## config.mk

```make
export PLATFORM = sky130hd
export DESIGN_NAME = bcd_calendar
export DESIGN_NICKNAME = d
export VERILOG_FILES = /design/src/rtl/bcd_calendar.sv
export SDC_FILE = /design/constraint.sdc
export NUM_CORES = 1
export LEC_CHECK = 0
export BUFFER_PORTS_ARGS = -buffer_cell sky130_fd_sc_hd__buf_2
export CAP_MARGIN = 40
export CORE_MARGIN = 8
export CORE_UTILIZATION = 47
export DETAILED_ROUTE_END_ITERATION = 10
export PLACE_DENSITY = 0.8
export REMOVE_ABC_BUFFERS = 1
export SKIP_CTS_REPAIR_TIMING = 1
export SLEW_MARGIN = 5
export SYNTH_ARGS = -nofsm -noshare
export SYNTH_HDL_FRONTEND = slang
export SYNTH_SLANG_ARGS = --single-unit
```

## constraint.sdc

```tcl
create_clock -name clk -period 1.81 [get_ports clk]
set_input_delay 0 -clock clk [delete_from_list [all_inputs] [get_ports clk]]
set_output_delay 0 -clock clk [all_outputs]
set_load 0.01 [all_outputs]
```

## src/rtl/bcd_calendar.sv

```systemverilog
// BCD time-of-day / calendar counter with a per-field carry-ripple state machine.
// Optional load-time date clamp enabled by defining BCD_CALENDAR_CLAMP_EN.
module bcd_calendar #(
   parameter logic [7:0] RST_YEAR  = 8'h00,
   parameter logic [7:0] RST_MONTH = 8'h01,
   parameter logic [7:0] RST_DATE  = 8'h01
) (
   input  logic       clk,
   input  logic       rst_n,
   input  logic       tick,
   input  logic       load,
   input  logic [7:0] ld_year,
   input  logic [7:0] ld_month,
   input  logic [7:0] ld_date,
   input  logic [7:0] ld_hour,
   input  logic [7:0] ld_min,
   input  logic [7:0] ld_sec,
   input  logic [7:0] days_in_month,
   output logic [7:0] year,
   output logic [7:0] month,
   output logic [7:0] date,
   output logic [7:0] hour,
   output logic [7:0] min,
   output logic [7:0] sec,
   output logic       busy,
   output logic       updated,
   output logic       overrun
);

   typedef enum logic [2:0] {
      StIdle,
      StSec,
      StMin,
      StHour,
      StDate,
      StMonth,
      StYear
`ifdef BCD_CALENDAR_CLAMP_EN
      , StClamp
`endif
   } state_e;

   state_e     state_q, state_d;
   logic [7:0] year_q, year_d, month_q, month_d, date_q, date_d;
   logic [7:0] hour_q, hour_d, min_q, min_d, sec_q, sec_d;
   logic       pending_q, pending_d;
   logic       updated_q, updated_d;
   logic       overrun_q, overrun_d;

   function automatic logic [7:0] bcd_inc(input logic [7:0] v);
      logic [3:0] hi;
      hi = v[7:4] + 4'h1;
      if (v[3:0] == 4'h9) return {hi, 4'h0};
      return {v[7:4], v[3:0] + 4'h1};
   endfunction

   always_comb begin
      state_d   = state_q;
      year_d    = year_q;
      month_d   = month_q;
      date_d    = date_q;
      hour_d    = hour_q;
      min_d     = min_q;
      sec_d     = sec_q;
      pending_d = pending_q;
      overrun_d = overrun_q;
      updated_d = 1'b0;

      if (load) begin
         year_d    = ld_year;
         month_d   = ld_month;
         date_d    = ld_date;
         hour_d    = ld_hour;
         min_d     = ld_min;
         sec_d     = ld_sec;
         pending_d = 1'b0;
         overrun_d = 1'b0;
`ifdef BCD_CALENDAR_CLAMP_EN
         state_d   = StClamp;
`else
         state_d   = StIdle;
         updated_d = 1'b1;
`endif
      end else begin
         // Only one tick can be held while the ripple is running.
         if (tick && state_q != StIdle) begin
            if (pending_q) overrun_d = 1'b1;
            else           pending_d = 1'b1;
         end

         case (state_q)
            StIdle: begin
               if (tick || pending_q) begin
                  state_d   = StSec;
                  pending_d = 1'b0;
                  if (tick && pending_q) overrun_d = 1'b1;
               end
            end
            StSec: begin
               if (sec_q != 8'h59) begin
                  sec_d     = bcd_inc(sec_q);
                  state_d   = StIdle;
                  updated_d = 1'b1;
               end else begin
                  sec_d   = 8'h00;
                  state_d = StMin;
               end
            end
            StMin: begin
               if (min_q != 8'h59) begin
                  min_d     = bcd_inc(min_q);
                  state_d   = StIdle;
                  updated_d = 1'b1;
               end else begin
                  min_d   = 8'h00;
                  state_d = StHour;
               end
            end
            StHour: begin
               if (hour_q != 8'h23) begin
                  hour_d    = bcd_inc(hour_q);
                  state_d   = StIdle;
                  updated_d = 1'b1;
               end else begin
                  hour_d  = 8'h00;
                  state_d = StDate;
               end
            end
            StDate: begin
               if (date_q != days_in_month) begin
                  date_d    = bcd_inc(date_q);
                  state_d   = StIdle;
                  updated_d = 1'b1;
               end else begin
                  date_d  = 8'h01;
                  state_d = StMonth;
               end
            end
            StMonth: begin
               if (month_q != 8'h12) begin
                  month_d   = bcd_inc(month_q);
                  state_d   = StIdle;
                  updated_d = 1'b1;
               end else begin
                  month_d = 8'h01;
                  state_d = StYear;
               end
            end
            StYear: begin
               year_d    = (year_q == 8'h99) ? 8'h00 : bcd_inc(year_q);
               state_d   = StIdle;
               updated_d = 1'b1;
            end
`ifdef BCD_CALENDAR_CLAMP_EN
            StClamp: begin
               if (date_q > days_in_month) date_d = days_in_month;
               state_d   = StIdle;
               updated_d = 1'b1;
            end
`endif
            default: state_d = StIdle;
         endcase
      end
   end

   always_ff @(posedge clk or negedge rst_n) begin
      if (!rst_n) begin
         state_q   <= StIdle;
         year_q    <= RST_YEAR;
         month_q   <= RST_MONTH;
         date_q    <= RST_DATE;
         hour_q    <= 8'h00;
         min_q     <= 8'h00;
         sec_q     <= 8'h00;
         pending_q <= 1'b0;
         updated_q <= 1'b0;
         overrun_q <= 1'b0;
      end else begin
         state_q   <= state_d;
         year_q    <= year_d;
         month_q   <= month_d;
         date_q    <= date_d;
         hour_q    <= hour_d;
         min_q     <= min_d;
         sec_q     <= sec_d;
         pending_q <= pending_d;
         updated_q <= updated_d;
         overrun_q <= overrun_d;
      end
   end

   assign year    = year_q;
   assign month   = month_q;
   assign date    = date_q;
   assign hour    = hour_q;
   assign min     = min_q;
   assign sec     = sec_q;
   assign busy    = (state_q != StIdle);
   assign updated = updated_q;
   assign overrun = overrun_q;

endmodule

```

==> flow_summary.ini, run 1 <==
[logic_synthesis]
synth_cell_type_count = 50
synthArstFlopShare = 1.000
synthCells = 405
syn_avg_cell_area_um2 = 8.536
synth_area_um2 = 3457
synth_area_leaders = dfrtp_1, ha_1, o21ai_0
yosysTopAreaCell = dfrtp_1
synth.most_common_cell = nand2_1
synth_edf_count = 0
ys_seq_elements = 54
seq_area_frac_synth = 0.3916
netlist.area_leader.share = 0.3764
yosys_warnings = 0
yosys-top-cells-count = nand2_1, dfrtp_1, o21ai_0, a21oi_1, nor2_1
ys.flop_type = dfrtp_1

[global_route]
met3_usage = 0.04055
grtUsageMet2 = 0.3013
met1_usage = 0.2261
grt_usage = 0.1803
grt_max_degree = 30
gr-total-overflow = 0
antenna_found_initial = 0
busiest_layer = met2
grt_pass1_wl_um = 15420
grt_pass1_vias = 3418

[floorplan]
dieWidth_um = 101.8
io_pins = 111
die_area_um2 = 10360
start_util = 0.4818
die_h_um = 101.8
row_count = 31
core_um2 = 7176

[cells_and_area]
area_growth_pct = 42.74
drive_gt1_frac = 0.3038
n_antenna_cell = 0
nets = 664

[worst_setup_path]
cp_data_arrival_time_ps = 2040
worstPathRequired_ps = 2050
path_max_fanout = 4
crit_path_cell_trace = ha_4, and3b_2, nand2_1, or4_1, a21oi_1, a221o_1
endpoint_kind = flop
slowest_stage = dfstp_2
cp-start-kind = flop
max_stage_delay_ps = 570
critical_path_class = reg -> reg

[min_path]
hold_class = in -> reg

[timing]
fmax_ghz = 0.5557
slew_violations = 0
setup-tns-final_ps = 0
whs_ps = -16.56
skew_ps = 2.888
min_period_ps = 1799
max_slew_margin = 0.6173
hold_viol_final = 3
rsz0062_at_grt = yes
fin_crit_sh = 0.9942
worst_pin_slew_ps = 574.1
setup_viol = 0

[routing]
viasPerCell = 5.330
vias = 3651
first_iter_violations = 176
drt-pass1-iter-count = 4
drt_wl_total_um = 10200
drc = 0
wl_per_cell_um = 14.88
ant_nets = 0

[clocking]
clk_pin_slew_ps = 90
clk-insertion-delay-late_ps = 300
tritoncts = built
htreeDepth = 2
clock_sinks = 54
cts_buffers = 5
cts_root_buf = clkbuf_8
clockBufferDepth = 2

[run_status]
run_status = finished with violations
violations = negative hold slack

[job]
drv_cap = 0

[power]
pwr_density_cell_nw_per_um2 = 599.5
irDropWorstVdd_mv = 0.3262
power_leakage_uw = 0.002305

[place]
hpwl_um = 7345
io_buffers = 110
place.gp.congestion = 0.8676
==> flip-flops by register name (all words and copies together), names as in the netlist <==
| register | cells |
|---|---|
| date | 8 |
| hour | 8 |
| min | 8 |
| month | 8 |
| sec | 8 |
| year | 8 |
| state_q | 3 |
| overrun | 1 |
| pending_q | 1 |
| updated | 1 |
==> power by group <==
group          leakage (µW)  internal, µW  switching, µW
clock             0.0000395           276            373
combinational       0.00161           433            419
sequential         0.000653          1320            138
==> worst max-delay path, delay by kind of cell (launching register included) <==
| kind | cells | cell delay [ps] |
|---|---|---|
| and+or+nand+nor | 3 | 720 |
| DFF | 1 | 570 |
| AOI/OAI and AO/OA | 2 | 320 |
| adders and majority gates | 1 | 140 |
==> placed cells by master, fill, tap and decap left out, types with 2 or more instances in the layout <==
cell type / netlist / routed
a211oi_1: 5 / 5
a21o_1: 2 / 2
a21oi_1: 34 / 33
a221o_1: 5 / 5
a31oi_1: 5 / 5
and3_1: 3 / 3
and3b_1: 5 / 4
buf_2: 2 / 110
buf_4: 0 / 37
clkbuf_1: 15 / 3
clkbuf_8: 0 / 5
dfrtp_1: 52 / 50
dfrtp_2: 0 / 2
dfstp_2: 2 / 2
dlygate4sd3_1: 0 / 43
ha_1: 19 / 18
inv_1: 13 / 13
mux2_2: 4 / 4
mux2i_1: 8 / 8
nand2_1: 56 / 56
nand2b_1: 4 / 4
nand3_1: 12 / 12
nand3b_1: 6 / 6
nand4_1: 3 / 3
nor2_1: 30 / 29
nor2b_1: 7 / 7
nor3_1: 15 / 14
nor3b_1: 7 / 7
o21ai_0: 43 / 41
o21ai_1: 0 / 2
o31ai_1: 5 / 4
or2_2: 3 / 2
or3b_2: 2 / 2
or4_1: 4 / 4
xnor2_1: 11 / 11
xor2_1: 3 / 3
==> worst paths after layout <==
path,to,cells after the start,slack (ps),startpoint
hold reg to reg,overrun,2,530,pending_q
hold / removal,year[7],3,-20,ld_year[7]
setup reg to reg,date[6],6,10,date[0]
setup / recovery,date[6],6,10,date[0]
max in group asynchronous,hour[0],3,1130,rst_n
min in group asynchronous,month[7],2,120,rst_n
==> area by class of cell <==
type                       instances  area [µm²]
fill                             549        2241
inverter                          13       48.80
tap                               99       123.9
clock buffer                       8       80.08
sequential                        54        1356
multi-input combinational        320        2047
timing repair buffer             191        1279
==> metrics by stage <==
stage	area (µm²)	instances	total power (µW)	utilization	setup slack [ps]
final	4935	685	2958	0.6877	10.53
after global routing	4935	685	3157	0.6877	-76.30
after CTS	4409	638	2884	0.6145	6.072
after floorplan	3387	387	1829	-	-28.59
after detailed placement	4329	630	2226	0.6033	17.39
after global placement	4329	630	2192	0.6033	109.7
==> logic make-up (layout without fill, tap and decap cells) <==
logic type      Yosys count  after routing  share of synthesized area
compound gates          109            109                     0.1857
simple gates            166            166                     0.2479
xor+xnor                 14             14                    0.03547
flops                    54             54                     0.3916
fa+ha+maj                19             19                    0.06877
buf+inv                  31            212                    0.03438
mux                      12             12                    0.03619
==> layer usage <==
metal  up-vias  share of wire
met5         -              0
met4         0          0.016
met3        15          0.066
met2       120           0.50
met1      1711           0.42
li1       1805              -
No activity file was read; power rests on OpenSTA's default activity.
==> run 2: changes to the inputs <==
- HOLD_SLACK_MARGIN: unset -> 0.12
==> flow_summary.ini, run 2 (synthesis gave the netlist of run 1 again) <==
[cells_and_area]
nets = 671
mostFrequentLayoutCell = buf_2
drive_gt1_frac = 0.3002
final_cell_mix = buf_2, nand2_1, dfrtp_1, dlygate4sd3_1, o21ai_0
fin_area_um2 = 5005
area_growth_pct = 44.77
n_antenna_cell = 0

[timing]
slew_violations = 0
max_slew_margin = 0.6092
rsz0062_at_grt = yes
worst_pin_slew_ps = 586.2
whs_ps = 131.6
hold_viol_final = 0
min_period_ps = 1793
setup-tns-final_ps = 0
setup_viol = 0
fmax_ghz = 0.5577
fin_crit_sh = 0.9907
skew_ps = 5.034

[routing]
drt_wl_total_um = 10330
viasPerCell = 5.344
wl_per_cell_um = 14.93
first_iter_violations = 211
drt-pass1-iter-count = 4
drc = 0
vias = 3698
ant_nets = 0

[worst_setup_path]
endpoint_kind = flop
r2r_start = date[0]
reg2reg_to = date[6]
r2r_cells = 6
critical_path_class = reg -> reg
cp-start-kind = flop
path_max_fanout = 4
r2r_slack_ps = 20
cp_data_arrival_time_ps = 2030
worstPathRequired_ps = 2050

[run_status]
run_status = complete, no violations

[floorplan]
die_area_um2 = 10360
io_pins = 111
core_um2 = 7176
dieWidth_um = 101.8
start_util = 0.4818
row_count = 31
die_h_um = 101.8

[clocking]
clockBufferDepth = 2
htreeDepth = 2
clk-insertion-delay-late_ps = 300
clk_pin_slew_ps = 90
clock_sinks = 54
cts_buffers = 5
cts_root_buf = clkbuf_8
tritoncts = built

[power]
pwr_density_cell_nw_per_um2 = 594.4
finalPower_uw = 2975
power_leakage_uw = 0.002335
irDropWorstVdd_mv = 0.3269

[global_route]
grt_pass1_vias = 3418
grt_pass1_wl_um = 15420
gr-total-overflow = 0
grt_max_degree = 30
grt_usage = 0.1803
antenna_found_initial = 0

[place]
postPlaceCellArea_um2 = 4329
io_buffers = 110
place.gp.congestion = 0.8676
hpwl_um = 7345

[job]
drv_cap = 0

[min_path]
hold_class = in -> async
==> run 2: cell type report <==
cell class | instances | area (µm²)
inverters | 13 | 48.80
multi-input cells | 320 | 2047
repair buffers | 198 | 1349
well taps | 99 | 123.9
flip-flops and latches | 54 | 1356
fillers | 536 | 2171
clock buffers | 8 | 80.08
==> run 2: how the worst max path moves through the flow <==
stage	startpoint	end	slack (ps)
2_1_floorplan	state_q[2]	date[6]	-30
3_3_place_gp	hour[6]	hour[4]	110
3_5_place_dp	hour[6]	hour[4]	20
4_1_cts	hour[6]	hour[4]	6
5_1_grt	date[0]	date[6]	-70
6_report	date[0]	date[6]	20
==> run 2: through the flow <==
stage | instances | worst slack, ps | util
2_1_floorplan | 387 | -28.59 | -
5_1_grt | 692 | -73.55 | 0.6975
4_1_cts | 638 | 6.072 | 0.6145
6_report | 692 | 16.77 | 0.6975
3_3_place_gp | 630 | 109.7 | 0.6033
3_5_place_dp | 630 | 17.39 | 0.6033
==> run 2: critical path, cell delays in order (launching register included) <==
cell,delay [ps]
dfstp_2,570
ha_4,140
and3b_2,220
nand2_1,70
or4_1,420
a21oi_1,190
a221o_1,130
==> run 2: layer usage <==
layer  track usage  vias up  wire length [µm]
li1              -     1818                 -
met3       0.04055       13               644
met2        0.3013      119              5233
met5             0        -                 0
met1        0.2261     1748              4313
met4       0.05155        0               141
==> run 2: report_power, final <==
part	switching (µW)	internal (µW)	leakage [µW]
clock network	375	276	0.0000395
registers	138	1320	0.000653
logic	424	443	0.00164
total	937	2040	0.00233
